===== src/rtl/forwarding_unit_pkg.sv =====
// Shared pipeline package for the operand forwarding logic.
// Holds the forwarding-select encodings and the hardwired-zero register
// specifier used by forwarding_unit and fwd_select.
package forwarding_unit_pkg;

  typedef enum logic [1:0] {
    FWD_REGFILE = 2'b00,
    FWD_EXMEM   = 2'b01,
    FWD_MEMWB   = 2'b10
  } fwd_sel_e;

  // R0 always reads as zero, so it is never a forwarding target.
  localparam int unsigned ZERO_REG = 0;

endpackage : forwarding_unit_pkg


===== src/rtl/forwarding_unit_fwd_select.sv =====
// fwd_select: forwarding-source select for one ID/EX source operand.
// Ports:
//   rs                  source register of the operand in ID/EX
//   reg_write_en_exmem  EX/MEM instruction writes a register
//   rd_exmem            EX/MEM destination register
//   reg_write_en_memwb  MEM/WB instruction writes a register
//   rd_memwb            MEM/WB destination register
//   sel                 2'b00 regfile, 2'b01 EX/MEM, 2'b10 MEM/WB
// Purely combinational; EX/MEM holds the newer value so it wins over MEM/WB.
module fwd_select
  import forwarding_unit_pkg::*;
#(
  parameter int REG_ADDR_W = 4
) (
  input  logic [REG_ADDR_W-1:0] rs,
  input  logic                  reg_write_en_exmem,
  input  logic [REG_ADDR_W-1:0] rd_exmem,
  input  logic                  reg_write_en_memwb,
  input  logic [REG_ADDR_W-1:0] rd_memwb,
  output logic [1:0]            sel
);

  localparam logic [REG_ADDR_W-1:0] ZERO = REG_ADDR_W'(ZERO_REG);

  logic hit_exmem;
  logic hit_memwb;

  assign hit_exmem = reg_write_en_exmem && (rd_exmem != ZERO) && (rd_exmem == rs);
  assign hit_memwb = reg_write_en_memwb && (rd_memwb != ZERO) && (rd_memwb == rs);

  always_comb begin
    sel = FWD_REGFILE;
    if (rs != ZERO) begin
      if (hit_exmem) begin
        sel = FWD_EXMEM;
      end else if (hit_memwb) begin
        sel = FWD_MEMWB;
      end
    end
  end

endmodule : fwd_select


===== src/rtl/forwarding_unit.sv =====
// forwarding_unit: data-hazard forwarding selects for both ID/EX operands,
// plus optional forwarding statistics counters.
// Build option: define FORWARDING_UNIT_STATS_EN to implement the counters;
// otherwise the count ports are tied to 0 and no counter state exists.
// Ports:
//   clk, rst                      clock, synchronous active-high reset
//   Rs1_idex, Rs2_idex            ID/EX source registers
//   reg_write_en_exmem, Rd_exmem  EX/MEM write enable / destination
//   reg_write_en_memwb, Rd_memwb  MEM/WB write enable / destination
//   forward_A, forward_B          operand source selects (combinational)
//   fwd_exmem_count               cycles with any operand from EX/MEM
//   fwd_memwb_count               cycles with any operand from MEM/WB
module forwarding_unit
  import forwarding_unit_pkg::*;
#(
  parameter int REG_ADDR_W = 4,
  parameter int CNT_W      = 16
) (
  input  logic                  clk,
  input  logic                  rst,
  input  logic [REG_ADDR_W-1:0] Rs1_idex,
  input  logic [REG_ADDR_W-1:0] Rs2_idex,
  input  logic                  reg_write_en_exmem,
  input  logic [REG_ADDR_W-1:0] Rd_exmem,
  input  logic                  reg_write_en_memwb,
  input  logic [REG_ADDR_W-1:0] Rd_memwb,
  output logic [1:0]            forward_A,
  output logic [1:0]            forward_B,
  output logic [CNT_W-1:0]      fwd_exmem_count,
  output logic [CNT_W-1:0]      fwd_memwb_count
);

  fwd_select #(.REG_ADDR_W(REG_ADDR_W)) u_sel_a (
    .rs                 (Rs1_idex),
    .reg_write_en_exmem (reg_write_en_exmem),
    .rd_exmem           (Rd_exmem),
    .reg_write_en_memwb (reg_write_en_memwb),
    .rd_memwb           (Rd_memwb),
    .sel                (forward_A)
  );

  fwd_select #(.REG_ADDR_W(REG_ADDR_W)) u_sel_b (
    .rs                 (Rs2_idex),
    .reg_write_en_exmem (reg_write_en_exmem),
    .rd_exmem           (Rd_exmem),
    .reg_write_en_memwb (reg_write_en_memwb),
    .rd_memwb           (Rd_memwb),
    .sel                (forward_B)
  );

`ifdef FORWARDING_UNIT_STATS_EN

  function automatic logic [CNT_W-1:0] sat_inc(input logic [CNT_W-1:0] v);
    return (&v) ? v : v + CNT_W'(1);
  endfunction

  logic any_exmem;
  logic any_memwb;
  logic [CNT_W-1:0] exmem_cnt;
  logic [CNT_W-1:0] memwb_cnt;

  // Both operands hitting the same stage still count as one cycle.
  assign any_exmem = (forward_A == FWD_EXMEM) || (forward_B == FWD_EXMEM);
  assign any_memwb = (forward_A == FWD_MEMWB) || (forward_B == FWD_MEMWB);

  always_ff @(posedge clk) begin
    if (rst) begin
      exmem_cnt <= '0;
      memwb_cnt <= '0;
    end else begin
      if (any_exmem) exmem_cnt <= sat_inc(exmem_cnt);
      if (any_memwb) memwb_cnt <= sat_inc(memwb_cnt);
    end
  end

  assign fwd_exmem_count = exmem_cnt;
  assign fwd_memwb_count = memwb_cnt;

`else

  logic unused_clk_rst;
  assign unused_clk_rst = clk ^ rst;

  assign fwd_exmem_count = '0;
  assign fwd_memwb_count = '0;

`endif

endmodule : forwarding_unit


===== config.mk =====
export PLATFORM = sky130hd
export DESIGN_NAME = forwarding_unit
export DESIGN_NICKNAME = d
export VERILOG_FILES = /design/src/rtl/forwarding_unit_pkg.sv /design/src/rtl/forwarding_unit_fwd_select.sv /design/src/rtl/forwarding_unit.sv
export SDC_FILE = /design/constraint.sdc
export NUM_CORES = 1
export LEC_CHECK = 0
export BUFFER_PORTS_ARGS = -buffer_cell sky130_fd_sc_hd__buf_2
export CORE_MARGIN = 3
export CORE_UTILIZATION = 36
export DETAILED_ROUTE_END_ITERATION = 8
export GPL_ROUTABILITY_DRIVEN = 0
export PLACE_DENSITY_LB_ADDON = 0.3
export SKIP_LAST_GASP = 1
export SYNTH_ARGS = -nofsm -noshare
export SYNTH_HDL_FRONTEND = slang
export SYNTH_SLANG_ARGS = --single-unit

===== constraint.sdc =====
create_clock -name vclk -period 1.2
set_input_delay 0.24 -clock vclk [all_inputs]
set_output_delay 0.24 -clock vclk [all_outputs]
set_load 0.1 [all_outputs]

Word-level counts from Yosys, hierarchy flattened
Index checks and enable logic that the tools add are counted.
{"block": "totals", "wordCells": 20, "in_bits": 20, "ff_bits": 0}
{"block": "op_classes", "muxes": 6, "n_reduce_logical": 10, "n_eq_ne": 4}
{"operator": "4-bit == test", "count": 4}
{"operator": "4-bit nonzero test", "count": 4}
{"operator": "2-bit two-way mux", "count": 6}
{"operator": "1-bit logical AND", "count": 6}

Longest topological paths before layout
Gate-level depths: netlist of the first run.
{"block": "depth", "ltp_word": 6, "mapped_depth": 3, "mapped_depth_nobuf": 3}

By module
A second synthesis of the first run with hierarchy kept.
{"block": "hier_totals", "cells_unflattened": 67, "area_unflattened_um2": 499.2}
{"mod": "fwd_select", "area_per_inst_um2": 127.6, "instances": 2, "cells_per_inst": 17}
{"mod": "forwarding_unit", "area_per_inst_um2": 244.0, "instances": 1, "cells_per_inst": 33}

Least setup slack after synthesis of the first run
No wires, ideal clock.
{"block": "synth_path", "kind": "input to output", "startpoint": "in Rd_exmem[0]", "endpoint": "out forward_A[1]", "path_buffers": 0, "arrival_ns": 2.880, "t_required_ns": 0.960, "path_stages": 2, "slack_ns": -1.920, "path_cell_list": "o41a_1 > a211oi_1"}
{"block": "synth_between", "elab_chain_cells": 5}
{"element": "from (decl)", "line": "forwarding_unit.sv:24", "text": "input logic [REG_ADDR_W-1:0] Rd_exmem,"}
{"element": "4-bit nonzero test", "line": "forwarding_unit_fwd_select.sv:28", "text": "assign hit_exmem = reg_write_en_exmem && (rd_exmem != ZERO) && (rd_exmem == rs);"}
{"element": "1-bit logical AND", "line": "forwarding_unit_fwd_select.sv:28"}
{"element": "1-bit logical AND (*)", "line": "forwarding_unit_fwd_select.sv:28"}
{"element": "2-bit two-way mux (*)", "line": "forwarding_unit_fwd_select.sv:34", "text": "if (hit_exmem) begin"}
{"element": "2-bit two-way mux (*)", "line": "forwarding_unit_fwd_select.sv:33", "text": "if (rs != ZERO) begin"}
{"element": "to (decl)", "line": "forwarding_unit.sv:27", "text": "output logic [1:0] forward_A,"}
Mark *: on every way between the ends. The rest lies on a longest branch, timed or not.

Worst setup path in the final report of the first run
Ends and elaborated chain as after synthesis.

==> impl_results.md, run 1 <==
- Avg Cell Area, Syn: ~7.7 µm²
- DRC viols: 0
- Clock buffer cells: 0
- Fin nets: 112
- Outcome: finished, violations left
- Synth Warn #: 0
- Hold Fails Final Rpt: 0
- Leakage: 0.3211 nW
- Sequential cell area: 0 µm²
- Sw Share: 84.56%
- NetSw: 0.0005414 W
- I/O pin total: 56
- WL per Instance: 9.740 µm
- Worst setup margin: -0.4010 ns
- DRT antenna net count: 0
- Setup bufs post-CTS: 0
- DR vias/cell: 3.933
- Comb pwr share: 100.0%
- Gate Count Post-Synth: 63
- Pre-antenna DRT Iters: 2
- Fin. max-slew vios: 0
- CTS Hold Bufs: 0
- DRT iter0 DRCs: 1
- Post-synthesis cell area: 484.2 µm²
- Initial antenna violation count: 0
- Sequential cell count: 0
- Max Freq: 624.6 MHz
- Core Rows: 12
- Power share of the clock group: 0%
- Cell family with the largest share of critical-path delay: compound AO/OA/AOI/OAI gates
- Initial core utilization: 40.82%
- Min Hold Slack: 0.9980 ns
- Antenna cells: 0
- Critical Path RT: 0.96 ns
- DR vias: 409
- Largest net degree at the start of global routing: 5
- Slowest stage cell, crit path: o41a_1
- GRT Residual Overflow: 0
- I/O Buffers: 22
- Wire length of the first global-routing pass: 1.442 mm
- Most common cell after layout, fill and taps aside: conb_1
- Core area: approximately 1200 µm²
- Detail Placement HPWL: 929.2 µm
- Tcrit/Tclk final: 133.4%
- Crit path arrival time: 1.36 ns
- CP startpoint kind: primary input
- Fillers: 118
- Pint: a little under 0.0001 W
- Total track usage: around a tenth
- Leading cell types in the layout, fill and taps excluded: 32 x conb_1, 15 x buf_2, 8 x xnor2_1
- Crit path time final: 1.601 ns
- WL final: ~1.0 mm
- Failing checks: negative setup slack
- Die area: 1821 µm²
- Area growth, synth to finish: 36.69%
- Total power: 0.0006402 W
- Fin Setup TNS: -1.438 ns
- Setup violators final: 4
- Final Cell Area: 661.9 µm²
- Largest stage delay on the critical path: 0.53 ns
- Worst-path maximum fanout: 4
- CP cell instances: buf_6 -> o41a_1 -> a211oi_4 -> buf_12
- Yosys cell types: 10
- RSZ-0062 raised after global routing: yes
- Buffers plus inverters on the worst setup path: 2
- Multi-input gate area: 406.6 µm²
- DP Area: just over 600 µm²
- Part of the power in registers: 0%
- Sequential area share after synthesis: 0%
- Vias in the first global route: 328
- Die Y-Extent: 42.68 µm
- PD cells: 967.3 nW/µm²
- Hold Crit Class: primary input to output port
- Die X: 42.68 µm
- Max VDD drop: 0.4363 mV
- Setup crit end kind: output port
- WS Path Type: primary input to output port
- Maxcap violations: 0
- Proportion of layout cells with a drive suffix above 1: 38.89%
stage by stage:
stage               worst slack [ns]  instances  util [%]
floorplan                    -0.6999         94         -
global placement             -0.4203        104     52.11
detailed placement           -0.4251        104     52.11
CTS                          -0.4067        104     53.80
global route                 -0.4412        104     55.80
finish                       -0.4010        104     55.80
kinds of logic (layout without fill, tap and decap cells):
group                  Yosys count  in the layout  synth area share [%]
XOR/XNOR                        16             16                 28.94
AND/OR/NAND/NOR                 10             10                 12.92
buffers and inverters           32             28                 49.61
AO/OA/AOI/OAI                    4              4                 7.751
other                            1             32                0.7745
path summary, 6_finish.rpt:
path | startpoint | endpoint | slack, ns | depth (start not counted)
min | Rd_memwb[2] | forward_B[1] | 1.0 | 5
max | Rd_exmem[0] | forward_A[1] | -0.40 | 4
power groups by stage:
| stage | logic [W] | registers [W] | clock network (W) |
|---|---|---|---|
| 2_1_floorplan | 0.000612 | 0 | 0 |
| 3_5_place_dp | 0.000621 | 0 | 0 |
| 3_3_place_gp | 0.000619 | 0 | 0 |
| 6_report | 0.000640 | 0 | 0 |
| 4_1_cts | 0.000630 | 0 | 0 |
| 5_1_grt | 0.000660 | 0 | 0 |
final cells by class:
| cell class | count | area share (%) |
|---|---|---|
| Multi-Input combinational cell | 62 | 61.44 |
| Timing Repair Buffer | 28 | 35.92 |
| Tap cell | 14 | 2.647 |
timing repair:
item                                   in CTS  in global routing
resized for setup                           5                  5
setup endpoints to repair                   4                  4
pin swaps                                   1                  2
endpoints found under the hold margin       0                  0
metal layers:
layer	wire (µm)	up-vias	global-route usage, %	share of wire, %
met5	0	-	0	0
met4	0	0	0	0
met3	118	0	0.4237	12
met2	556	27	17.37	55
met1	338	181	12.59	33
li1	-	201	-	-
cell usage after synthesis:
cell	count	area, µm²
buf_4	32	240.2
xnor2_1	8	70.07
xor2_1	8	70.07
nand3_1	4	20.02
a211oi_1	2	15.01
and2_2	2	15.01
nor4_1	2	12.51
o41a_1	2	22.52
or4_1	2	15.01
conb_1	1	3.750
Note: power is estimated with default switching activity, not from simulation.
==> inputs of run 2 (changes only) <==
--- a/config.mk
+++ b/config.mk
@@ -6,7 +6,7 @@
 export NUM_CORES = 1
 export LEC_CHECK = 0
 export BUFFER_PORTS_ARGS = -buffer_cell sky130_fd_sc_hd__buf_2
-export CORE_MARGIN = 3
+export CORE_MARGIN = 5
 export CORE_UTILIZATION = 36
 export DETAILED_ROUTE_END_ITERATION = 8
 export GPL_ROUTABILITY_DRIVEN = 0
==> run 2 against run 1 <==
The run still ends with negative setup slack left; largest power group unchanged; global-route usage down 0.30 points; critical endpoint is now forward_B[1]; routed wire length up 12%; critical path type unchanged; non-clock buffer count up 2; first-iteration DRC count rose to 6.0 times the previous value.
==> impl_results.md, run 2 (synthesized netlist as in run 1, its figures left out) <==
- Failing checks: negative setup slack
- WL final: 1.134 mm
- Largest stage delay on the critical path: 0.52 ns
- DRC viols: 0
- CP startpoint kind: primary input
- Setup violators final: 4
- Core Rows: 13
- Sequential cell count: 0
- Most common cell after layout, fill and taps aside: conb_1
- Critical Path RT: approximately 0.96 ns
- Worst setup margin: -0.3976 ns
- Outcome: finished, violations left
- Crit path arrival time: ~1.4 ns
- Core area: around 1300 µm²
- I/O pin total: 56
- Crit. Startpoint: Rd_exmem[0]
- DRT iter0 DRCs: 6
- Sequential cell area: 0 µm²
- Total track usage: a little under a tenth
- Area growth, synth to finish: 40.05%
- WL per Instance: approximately 11 µm
- DR vias/cell: 3.963
- Max Freq: roughly 630 MHz
- Non-filler cells, final: around 110
- Proportion of layout cells with a drive suffix above 1: 40.22%
- Clock buffer cells: 0
- RSZ-0062 raised after global routing: yes
- CTS Hold Bufs: 0
- Min Hold Slack: between 0.9 and 1 ns
- Hold Fails Final Rpt: 0
- Cell depth of the worst setup path: 4
- Fin Setup TNS: -1.413 ns
- Leading cell types in the layout, fill and taps excluded: 32 x conb_1, 15 x buf_2, 8 x xnor2_1
- Leakage: 0.3307 nW
- DR vias: about 420
- Crit path to: forward_B[1]
- Crit path time final: 1.598 ns
- CP cell instances: buf_6 -> o41a_1 -> a211oi_4 -> buf_12
- Antenna cells: 0
- Vias in the first global route: 368
- Placed Instances: 106
- Die Y-Extent: 46.68 µm
- Hold Crit Class: primary input to output port
- Fin. max-slew vios: 0
- Pre-antenna DRT Iters: 4
- DRT antenna net count: 0
- Cell family with the largest share of critical-path delay: compound AO/OA/AOI/OAI gates
- Fin nets: 114
- PD cells: between 900 and 1000 nW/µm²
- Wire length of the first global-routing pass: 1.469 mm
- Die X: roughly 47 µm
- Fillers: 135
- Slowest stage cell, crit path: o41a_1
- GRT Residual Overflow: 0
- Die area: 2179 µm²
- Worst-path maximum fanout: 4
- I/O Buffers: 22
- Initial core utilization: 37.68%
- WS Path Type: primary input to output port
- Max VDD drop: 0.4494 mV
- Initial antenna violation count: 0
- Maxcap violations: 0
- Tcrit/Tclk final: 133.1%
- Buffers plus inverters on the worst setup path: 2
- Setup crit end kind: output port
- Largest net degree at the start of global routing: 5
run 2: routing by layer:
layer	track usage, %	up-vias	part of all wire, %
li1	-	201	-
met1	9.153	194	28
met2	20.60	29	57
met3	0.3906	0	15
met4	0	0	0
met5	0	-	0
run 2: timing repair:
item / CTS / global route
pin swaps: 3 / 0
cloned: 0 / 0
resized for setup: 9 / 0
endpoints found under the setup margin: 4 / 4
setup buffers: 1 / 0
run 2: power breakdown:
part,switching [W],total (W),internal [W]
Combinational,0.000544,0.000647,0.000103
Clock,0,0,0
Sequential,0,0,0
Total,0.000544,0.000647,0.000103
run 2: metrics by stage:
stage	setup WS (ns)	power (W)	util [%]	cell area, µm²
after global placement	-0.4188	0.0006206	48.78	626.9
after CTS	-0.4028	0.0006446	52.78	678.2
final	-0.3976	0.0006471	52.78	678.2
after detailed placement	-0.4243	0.0006248	48.78	626.9
after floorplan	-0.6999	0.0006125	-	625.6
after global routing	-0.4253	0.0006671	52.78	678.2
run 2: worst min path at each step:
stage / start / end / slack [ns] / cells past startpoint
2_1_floorplan: Rd_memwb[2] / forward_A[1] / 0.77 / 3
6_report: Rd_memwb[1] / forward_A[1] / 1.0 / 5
5_1_grt: Rd_memwb[1] / forward_B[1] / 1.02 / 5
4_1_cts: Rd_memwb[1] / forward_A[1] / 1.00 / 5
3_3_place_gp: Rd_memwb[1] / forward_A[1] / 1.0 / 5
3_5_place_dp: Rd_memwb[2] / forward_B[1] / 1.0 / 5
run 2: tightest hold or removal path: stages:
cell and delay (ns):
buf_2 0.12, xnor2_1 0.06, nand3_1 0.12, a211oi_4 0.05, buf_12 0.16
run 2: final cells by class:
class / instances / area, µm² / share of cell area, %
multi-input cells: 62 / 406.6 / 59.96
well taps: 15 / 18.77 / 2.768
repair buffers: 30 / 252.7 / 37.27
